===== config.mk =====
export PLATFORM = sky130hd
export DESIGN_NAME = mult_div_seq
export DESIGN_NICKNAME = d
export VERILOG_FILES = /design/src/rtl/mult_div_seq.sv
export SDC_FILE = /design/constraint.sdc
export NUM_CORES = 1
export LEC_CHECK = 0
export CAP_MARGIN = 25
export CORE_ASPECT_RATIO = 0.75
export CORE_MARGIN = 1
export CORE_UTILIZATION = 40
export CTS_BUF_LIST = sky130_fd_sc_hd__clkbuf_2
export CTS_CLUSTER_DIAMETER = 40
export DETAILED_ROUTE_END_ITERATION = 7
export GPL_ROUTABILITY_DRIVEN = 1
export SLEW_MARGIN = 20
export SYNTH_ARGS = -nofsm -noshare
export SYNTH_HDL_FRONTEND = slang
export SYNTH_SLANG_ARGS = --single-unit
export TNS_END_PERCENT = 5

===== constraint.sdc =====
create_clock -name clk -period 4.51 [get_ports clk]
set_input_delay 0.902 -clock clk [delete_from_list [all_inputs] [get_ports clk]]
set_output_delay 0.902 -clock clk [all_outputs]
set_load 0.01 [all_outputs]

===== src/rtl/mult_div_seq.sv =====
// mult_div_seq: iterative signed/unsigned multiply and restoring divide with start/busy/done handshake
module mult_div_seq #(
  parameter int WIDTH = 32
) (
  input  logic             clk,
  input  logic             reset,
  input  logic             start,
  input  logic [1:0]       op,
  input  logic [WIDTH-1:0] a,
  input  logic [WIDTH-1:0] b,
  output logic             busy,
  output logic             done,
  output logic [WIDTH-1:0] hi,
  output logic [WIDTH-1:0] lo,
  output logic             div_zero
);
  localparam int CNT_W = $clog2(WIDTH + 1);
  typedef enum logic [2:0] {IDLE, PREP, RUN, FIXUP, DONE} state_t;
  state_t               state_q, state_d;
  logic [1:0]           op_q, op_d;
  logic [WIDTH-1:0]     a_q, a_d, b_q, b_d, hi_q, hi_d, lo_q, lo_d;
  logic [2*WIDTH-1:0]   acc_q, acc_d;
  logic [CNT_W-1:0]     cnt_q, cnt_d;
  logic                 neg_p_q, neg_p_d, neg_r_q, neg_r_d;
  logic                 busy_q, busy_d, done_q, done_d, dz_q, dz_d;
  logic                 is_div, sa, sb;
  logic [WIDTH-1:0]     a_mag, b_mag;
  logic [WIDTH:0]       mul_sum;
  logic [WIDTH+1:0]     div_diff;
  logic [2*WIDTH-1:0]   mul_next, div_next;
  assign is_div   = op_q[1];
  assign sa       = ~op_q[0] & a_q[WIDTH-1];
  assign sb       = ~op_q[0] & b_q[WIDTH-1];
  assign a_mag    = sa ? -a_q : a_q;
  assign b_mag    = sb ? -b_q : b_q;
  // acc holds {partial product, remaining multiplier} or {remainder, dividend/quotient bits}
  assign mul_sum  = {1'b0, acc_q[2*WIDTH-1:WIDTH]} + {1'b0, acc_q[0] ? b_q : {WIDTH{1'b0}}};
  assign mul_next = {mul_sum, acc_q[WIDTH-1:1]};
  assign div_diff = {1'b0, acc_q[2*WIDTH-1:WIDTH], acc_q[WIDTH-1]} - {2'b00, b_q};
  assign div_next = div_diff[WIDTH+1] ? {acc_q[2*WIDTH-2:WIDTH-1], acc_q[WIDTH-2:0], 1'b0}
                                      : {div_diff[WIDTH-1:0], acc_q[WIDTH-2:0], 1'b1};
  always_comb begin
    state_d = state_q;
    op_d    = op_q;
    a_d     = a_q;
    b_d     = b_q;
    acc_d   = acc_q;
    cnt_d   = cnt_q;
    neg_p_d = neg_p_q;
    neg_r_d = neg_r_q;
    hi_d    = hi_q;
    lo_d    = lo_q;
    dz_d    = dz_q;
    // handshake outputs are registered off the state, so they trail it by one cycle
    busy_d  = state_q == PREP || state_q == RUN || state_q == FIXUP;
    done_d  = state_q == DONE;
    case (state_q)
      IDLE: if (start) begin
        op_d    = op;
        a_d     = a;
        b_d     = b;
        dz_d    = 1'b0;
        state_d = PREP;
      end
      PREP: begin
        b_d     = b_mag;
        neg_p_d = sa ^ sb;
        neg_r_d = sa;
        acc_d   = {{WIDTH{1'b0}}, a_mag};
        cnt_d   = CNT_W'(WIDTH);
        dz_d    = is_div && b_q == '0;
        state_d = (is_div && b_q == '0) ? DONE : RUN;
      end
      RUN: begin
        acc_d   = is_div ? div_next : mul_next;
        cnt_d   = cnt_q - CNT_W'(1);
        state_d = cnt_q == CNT_W'(1) ? FIXUP : RUN;
      end
      FIXUP: begin
        if (is_div) begin
          lo_d = neg_p_q ? -acc_q[WIDTH-1:0] : acc_q[WIDTH-1:0];
          hi_d = neg_r_q ? -acc_q[2*WIDTH-1:WIDTH] : acc_q[2*WIDTH-1:WIDTH];
        end else begin
          {hi_d, lo_d} = neg_p_q ? -acc_q : acc_q;
        end
        state_d = DONE;
      end
      DONE: state_d = IDLE;
      default: state_d = IDLE;
    endcase
  end
  always_ff @(posedge clk) begin
    if (reset) begin
      state_q <= IDLE;
      op_q    <= '0;
      a_q     <= '0;
      b_q     <= '0;
      acc_q   <= '0;
      cnt_q   <= '0;
      neg_p_q <= 1'b0;
      neg_r_q <= 1'b0;
      hi_q    <= '0;
      lo_q    <= '0;
      busy_q  <= 1'b0;
      done_q  <= 1'b0;
      dz_q    <= 1'b0;
    end else begin
      state_q <= state_d;
      op_q    <= op_d;
      a_q     <= a_d;
      b_q     <= b_d;
      acc_q   <= acc_d;
      cnt_q   <= cnt_d;
      neg_p_q <= neg_p_d;
      neg_r_q <= neg_r_d;
      hi_q    <= hi_d;
      lo_q    <= lo_d;
      busy_q  <= busy_d;
      done_q  <= done_d;
      dz_q    <= dz_d;
    end
  end
  assign busy     = busy_q;
  assign done     = done_q;
  assign hi       = hi_q;
  assign lo       = lo_q;
  assign div_zero = dz_q;
endmodule


==> results.cfg, run 1 <==
[outcome]
status = finished clean

[clock_network]
clkLatencyLatePin_ns = 0.99
cts_tree = yes
clock-root-buffer = clkbuf_2
cts_buffer_depth = 3
cts_num_sinks = 208
hold_buffers = 0
cts_max_level = 2
cts_setup_buffers = 0
ctsResizeCount = 0
clkSlewWorstSetupHoldPaths_ns = 0.11
numCtsBuffers = 54

[synthesis]
yosys.area_share.xor_xnor = 0.0773
synthesis.area_um2 = 15100
ys_ff_latch = 208
yosys.area_share.simple = 0.221
synth_top_area_cell = dfxtp_1
synth-async-reset-ratio = 0
synth_cell_types = 88
seq_area_frac_synth = 0.276
synthMuxAreaShare = 0.0362
synth_edf_count = 0
synthFlopType = dfxtp_1
syn_nets = 2156
synth.area.top_cells = dfxtp_1 (28%), a21oi_1 (6.8%), ha_1 (5.8%), nand2_1 (5.5%), nor2_1 (5.4%)
yosysTopAreaCellShare = 0.276
netlist_instances = 2015
synth_compound_area_frac = 0.276
yosys.area_share.adder = 0.0608
yosys_warnings = 0
synth_area_per_cell_um2 = 7.48
synth_top_family_by_area = compound AO/OA/AOI/OAI gates

[global_route]
gr-usage-all-layers = 0.275
grt_max_degree = 109
grt_pass1_vias = 14100
antenna_found_initial = 2
gr-total-overflow = 0
grt_pass1_wl_mm = 82.3

[timing]
max_slew_margin = 0.386
hold_viol_final = 0
finalMaxSlewViolations = 0
rsz0062_at_grt = false
setup_viol = 0
tns_ns = 0
worstMarginPinSlew_ns = 0.921
skew_ns = 0.136
fmax_mhz = 266
finalCriticalPeriod_ns = 3.76
min_period_over_period = 0.833

[routing]
drt_pass1_iterations = 5
vias_per_cell = 5.87
wl_mm = 53.7
drtAntennaViolNets = 0
num_vias = 15500
routedWlPerCell_um = 20.3
route.detailed.drc = 0
drt_iter0_drc = 1482

[cells_and_area]
area_delta_synth_final_pct = 15.2
fin_util = 0.468
n_fill_cell = 3849
final_cell_mix = nand2_1 (221), nor2_1 (216), dfxtp_1 (207), a21oi_1 (206), clkdlybuf4s50_1 (134)
layout_commonest_cell = nand2_1
drive_above_1_share = 0.0753
layout.nets = 2243

[pwr]
irDropWorstVdd_mv = 0.202
p_leak_nw = 6.67
cellPowerDensity_nw_per_um2 = 284

[critical_path]
cp-end-kind = flip-flop
cp.arrival_ns = 4.56
critPathKind = flip-flop to flip-flop
cp.required_ns = 5.31
crit_fanout = 28
cp-start-kind = flip-flop

[floorplanning]
row_count = 61
dieWidth_um = 226
die-area_um2 = 38400
floorplan.initialDensity = 0.406
io_pins = 136
die_h_um = 170
core_area_um2 = 37100

[placed_design]
globalplace.congestion = 0.985
io_buffers = 135
hpwlAfterDp_mm = 40.4

[worst_hold_path]
hold_path.class = input port to flip-flop

[job]
cap_violations = 0
[kinds of logic after synthesis]
group / after synthesis
XOR/XNOR: 133
flip-flops: 208
AND/OR/NAND/NOR: 694
adder cells (fa/ha/maj): 72
buffers and inverters: 208
multiplexers: 54
AO/OA/AOI/OAI: 646
[power by group]
group | total (W) | internal, W | switching [W] | leakage, nW
logic | 0.00146 | 0.000568 | 0.000887 | 4.62
clock network | 0.00136 | 0.000497 | 0.000867 | 0.355
registers | 0.00211 | 0.00194 | 0.000168 | 1.69
[registers in the layout (all words and copies together), names as in the netlist]
register,count
op_q,2
div_zero,1
acc_q,64
state_q,3
a_q,32
hi,32
b_q,32
lo,32
cnt_q,6
neg_p_q,1
busy,1
done,1
neg_r_q,1
[final cells by class]
cell class,instances,area [um^2],share of cell area
diodes,1,2.50,0.000144
clock buffers,69,345,0.0199
clock inverters,24,143,0.00822
inverters,63,236,0.0136
multi-input cells,1599,10100,0.584
flip-flops and latches,208,4170,0.240
well taps,504,631,0.0364
repair buffers,176,1690,0.0975
[synth_stat cells, types with 10 or more instances]
cell,count
a21oi_1,206
nand2_1,221
o31ai_1,26
mux2i_1,50
nand4_1,15
xor2_1,64
a211oi_1,94
o41ai_1,13
dfxtp_1,208
ha_1,70
o21ai_0,106
or3_1,25
nor2_1,218
a21o_1,41
xnor2_1,69
nor3_1,45
a221oi_1,11
or4_1,23
nor2b_1,10
o211ai_1,20
buf_1,10
a22oi_1,26
and3_1,10
nand3_1,31
nand2b_1,23
inv_1,63
nor4_1,20
o22ai_1,15
clkbuf_1,126
a31oi_1,20
[routing by layer]
metal	vias to the layer above	track usage	share of wire
li1	7548	-	-
met1	7336	0.421	0.50
met2	581	0.367	0.39
met3	60	0.0808	0.10
met4	2	0.0608	0.017
met5	-	0	0.00024
[path summary, 6_finish.rpt]
check | start | end | slack, ns | cells after the start
worst max-delay path | acc_q[31] | acc_q[48] | 0.75 | 12
worst min-delay path | reset | b_q[17] | 0.44 | 2
worst max register to register | acc_q[31] | acc_q[48] | 0.75 | 12
worst min register to register | acc_q[0] | lo[0] | 0.45 | 2
[critical path: stages (launching register included)]
cell and delay, ns:
dfxtp_1 0.66, inv_1 0.30, ha_1 0.29, nor2b_1 0.17, o2111a_1 0.33, o2111ai_1 0.21
a21oi_1 0.39, o211ai_1 0.16, nand3_1 0.22, buf_12 0.23, mux2i_1 0.21, nor2_1 0.07
a2111o_1 0.34
[through the flow]
step | worst slack, ns | power (W) | hold WS, ns | cells | cell area, um^2
3_3_place_gp | 0.806 | 0.00354 | 0.441 | 2547 | 16800
2_1_floorplan | 1.35 | 0.00309 | 0.446 | 2015 | 15100
4_1_cts | 0.712 | 0.00494 | 0.352 | 2640 | 17300
6_report | 0.751 | 0.00493 | 0.441 | 2644 | 17300
3_5_place_dp | 0.721 | 0.00356 | 0.446 | 2547 | 16800
5_1_grt | 0.608 | 0.00522 | 0.345 | 2644 | 17300
(Power assumes the default switching activity.)
==> run 2: changes to the inputs <==
- clock period: 4.51 -> 3.2 ns (I/O delays scaled with it)
==> run 2 against run 1 <==
Sequential cell count unchanged. Design area increased by 8.1%. Setup slack lost 0.73 ns. Total power is 47% higher. Critical path depth up 2. Clock-buffer cell count up 8. Register-to-register slack lost 0.73 ns. Highest routed layer is now met4. Die area is the same. Utilization up 3.8 points.
==> results.cfg, run 2 (synthesis gave the netlist of run 1 again) <==
[global_route]
grt_max_degree = 114
gr-usage-all-layers = 0.288
grt_pass1_wl_mm = 85.8
gr-total-overflow = 0
grt_pass1_vias = 14800
antenna_found_initial = 1

[pwr]
p_seq_frac = 0.398
pwr-share-comb = 0.334
power_frac_clock = 0.269
irDropWorstVdd_mv = 0.302
p_leak_nw = 7.49
cellPowerDensity_nw_per_um2 = 388
switching_share = 0.393
power_switching_w = 0.00286
cell_internal_pwr_w = 0.00441

[routing]
drtAntennaViolNets = 0
drt_pass1_iterations = 6
route.detailed.drc = 0
wl_mm = 56.8
routedWlPerCell_um = 20.3
num_vias = 16400
drt_iter0_drc = 1392
vias_per_cell = 5.86

[floorplanning]
io_pins = 136
row_count = 61
floorplan.initialDensity = 0.406
dieWidth_um = 226
die-area_um2 = 38400
core_area_um2 = 37100
die_h_um = 170

[cells_and_area]
layout.nets = 2394
top_register = acc_q
n_fill_cell = 3762
fin_cells = 2805
fin_area_um2 = 18700
regArea_um2 = 4170
final_cell_mix = nand2_1 (221), nor2_1 (215), dfxtp_1 (203), a21oi_1 (200), buf_4 (182)
layout_commonest_cell = nand2_1
drive_above_1_share = 0.158
area_delta_synth_final_pct = 24.5
multi_input_area_um2 = 10300
largest_reg_flops = 64

[timing]
rsz0062_at_grt = true
finalMaxSlewViolations = 0
setup_viol = 0
worstMarginPinSlew_ns = 1.07
min_period_over_period = 0.992
finalCriticalPeriod_ns = 3.17
tns_ns = 0
hold_viol_final = 0
fmax_mhz = 315
max_slew_margin = 0.287
skew_ns = 0.130

[clock_network]
clock-root-buffer = clkbuf_2
cts_num_sinks = 208
clkLatencyLatePin_ns = 1.02
hold_buffers = 0
cts_buffer_depth = 3
numCtsBuffers = 56
clkSlewWorstSetupHoldPaths_ns = 0.11
cts_tree = yes
cts_max_level = 2

[placed_design]
place_area_um2 = 18000
io_buffers = 135
globalplace.congestion = 1.00
dp_cells = 2696
hpwlAfterDp_mm = 42.9

[critical_path]
cp.required_ns = 3.99
cp-end-kind = flip-flop
crit_chain = buf_4 > ha_2 > inv_1 > fa_2 > a21o_1 > a221oi_2 > buf_4 > nor3_1 > a311o_2 > nand3_2 > a21oi_1 > a31o_2 > and2_1 > a2111o_1
cp_slowest_stage_delay_ns = 0.42
cp-start-kind = flip-flop
cp_common_cell = buf_4
cp.arrival_ns = 3.96
crit_fanout = 4
critPathKind = flip-flop to flip-flop
crit_slowest_cell = a311o_2
r2r_slack_ns = 0.03

[outcome]
status = finished clean

[worst_hold_path]
hold_path.class = input port to flip-flop

[job]
cap_violations = 0
## run 2: changes by cell type in the layout (fill, tap and decap cells not counted), moves of 4 or more
cell      change
a21oi_1       -6
a21oi_2       +6
a221oi_1      -4
a221oi_2      +4
buf_12        +5
buf_4       +145
clkbuf_2      +8
clkinv_1      +6
dfxtp_1       -4
dfxtp_2       +4
inv_1         -6
inv_2         +6
o21ai_0       -4
## run 2: cell type report
class,count,share of cell area
multi-input combinational,1599,0.551
timing repair buffer,325,0.153
inverter,63,0.0126
sequential,208,0.222
clock buffer,77,0.0206
antenna,1,0.000133
tap,504,0.0336
clock inverter,28,0.00641
## run 2: path summary, 6_finish.rpt
| path | start | to | cells past startpoint |
|---|---|---|---|
| setup / recovery | b_q[0] | acc_q[48] | 14 |
| hold / removal | reset | lo[0] | 2 |
| setup reg to reg | b_q[0] | acc_q[48] | 14 |
| hold reg to reg | hi[18] | hi[18] | 2 |
## run 2: power by group through the flow
stage          Clock [W]  Combinational [W]  Sequential (W)
5_1_grt          0.00213            0.00263         0.00291
3_5_place_dp           0            0.00231         0.00294
2_1_floorplan          0            0.00144         0.00292
4_1_cts          0.00200            0.00233         0.00288
6_report         0.00195            0.00243         0.00289
3_3_place_gp           0            0.00229         0.00294
## run 2: per-stage QoR
step | hold WS, ns | util | power, W | worst slack (ns)
4_1_cts | 0.0767 | 0.499 | 0.00721 | -0.0289
6_report | 0.143 | 0.505 | 0.00727 | 0.0264
3_5_place_dp | 0.444 | 0.485 | 0.00526 | -0.0676
3_3_place_gp | 0.439 | 0.485 | 0.00522 | -0.0137
2_1_floorplan | 0.446 | - | 0.00436 | 0.0433
5_1_grt | 0.102 | 0.505 | 0.00767 | -0.0816
## run 2: worst max-delay path: cells and delay by family, from the launching register on
kind,cells,cell delay (ns)
flops,1,0.34
simple gates,3,0.29
fa+ha+maj,2,0.54
buf+inv,3,0.35
compound gates,6,1.41
## run 2: layer usage
| layer | global-route usage | vias to the layer above | wire length (um) |
|---|---|---|---|
| met2 | 0.380 | 779 | 21800 |
| met4 | 0.0787 | 0 | 1270 |
| met5 | 0 | - | 0 |
| li1 | - | 7863 | - |
| met3 | 0.0782 | 88 | 6100 |
| met1 | 0.444 | 7709 | 27700 |
## run 2: what timing repair did
action                     in CTS  in global routing
setup buffers                   0                  2
pin swaps                       3                 13
cloned                          0                  1
resized for setup               5                 52
setup endpoints to repair       9                 45
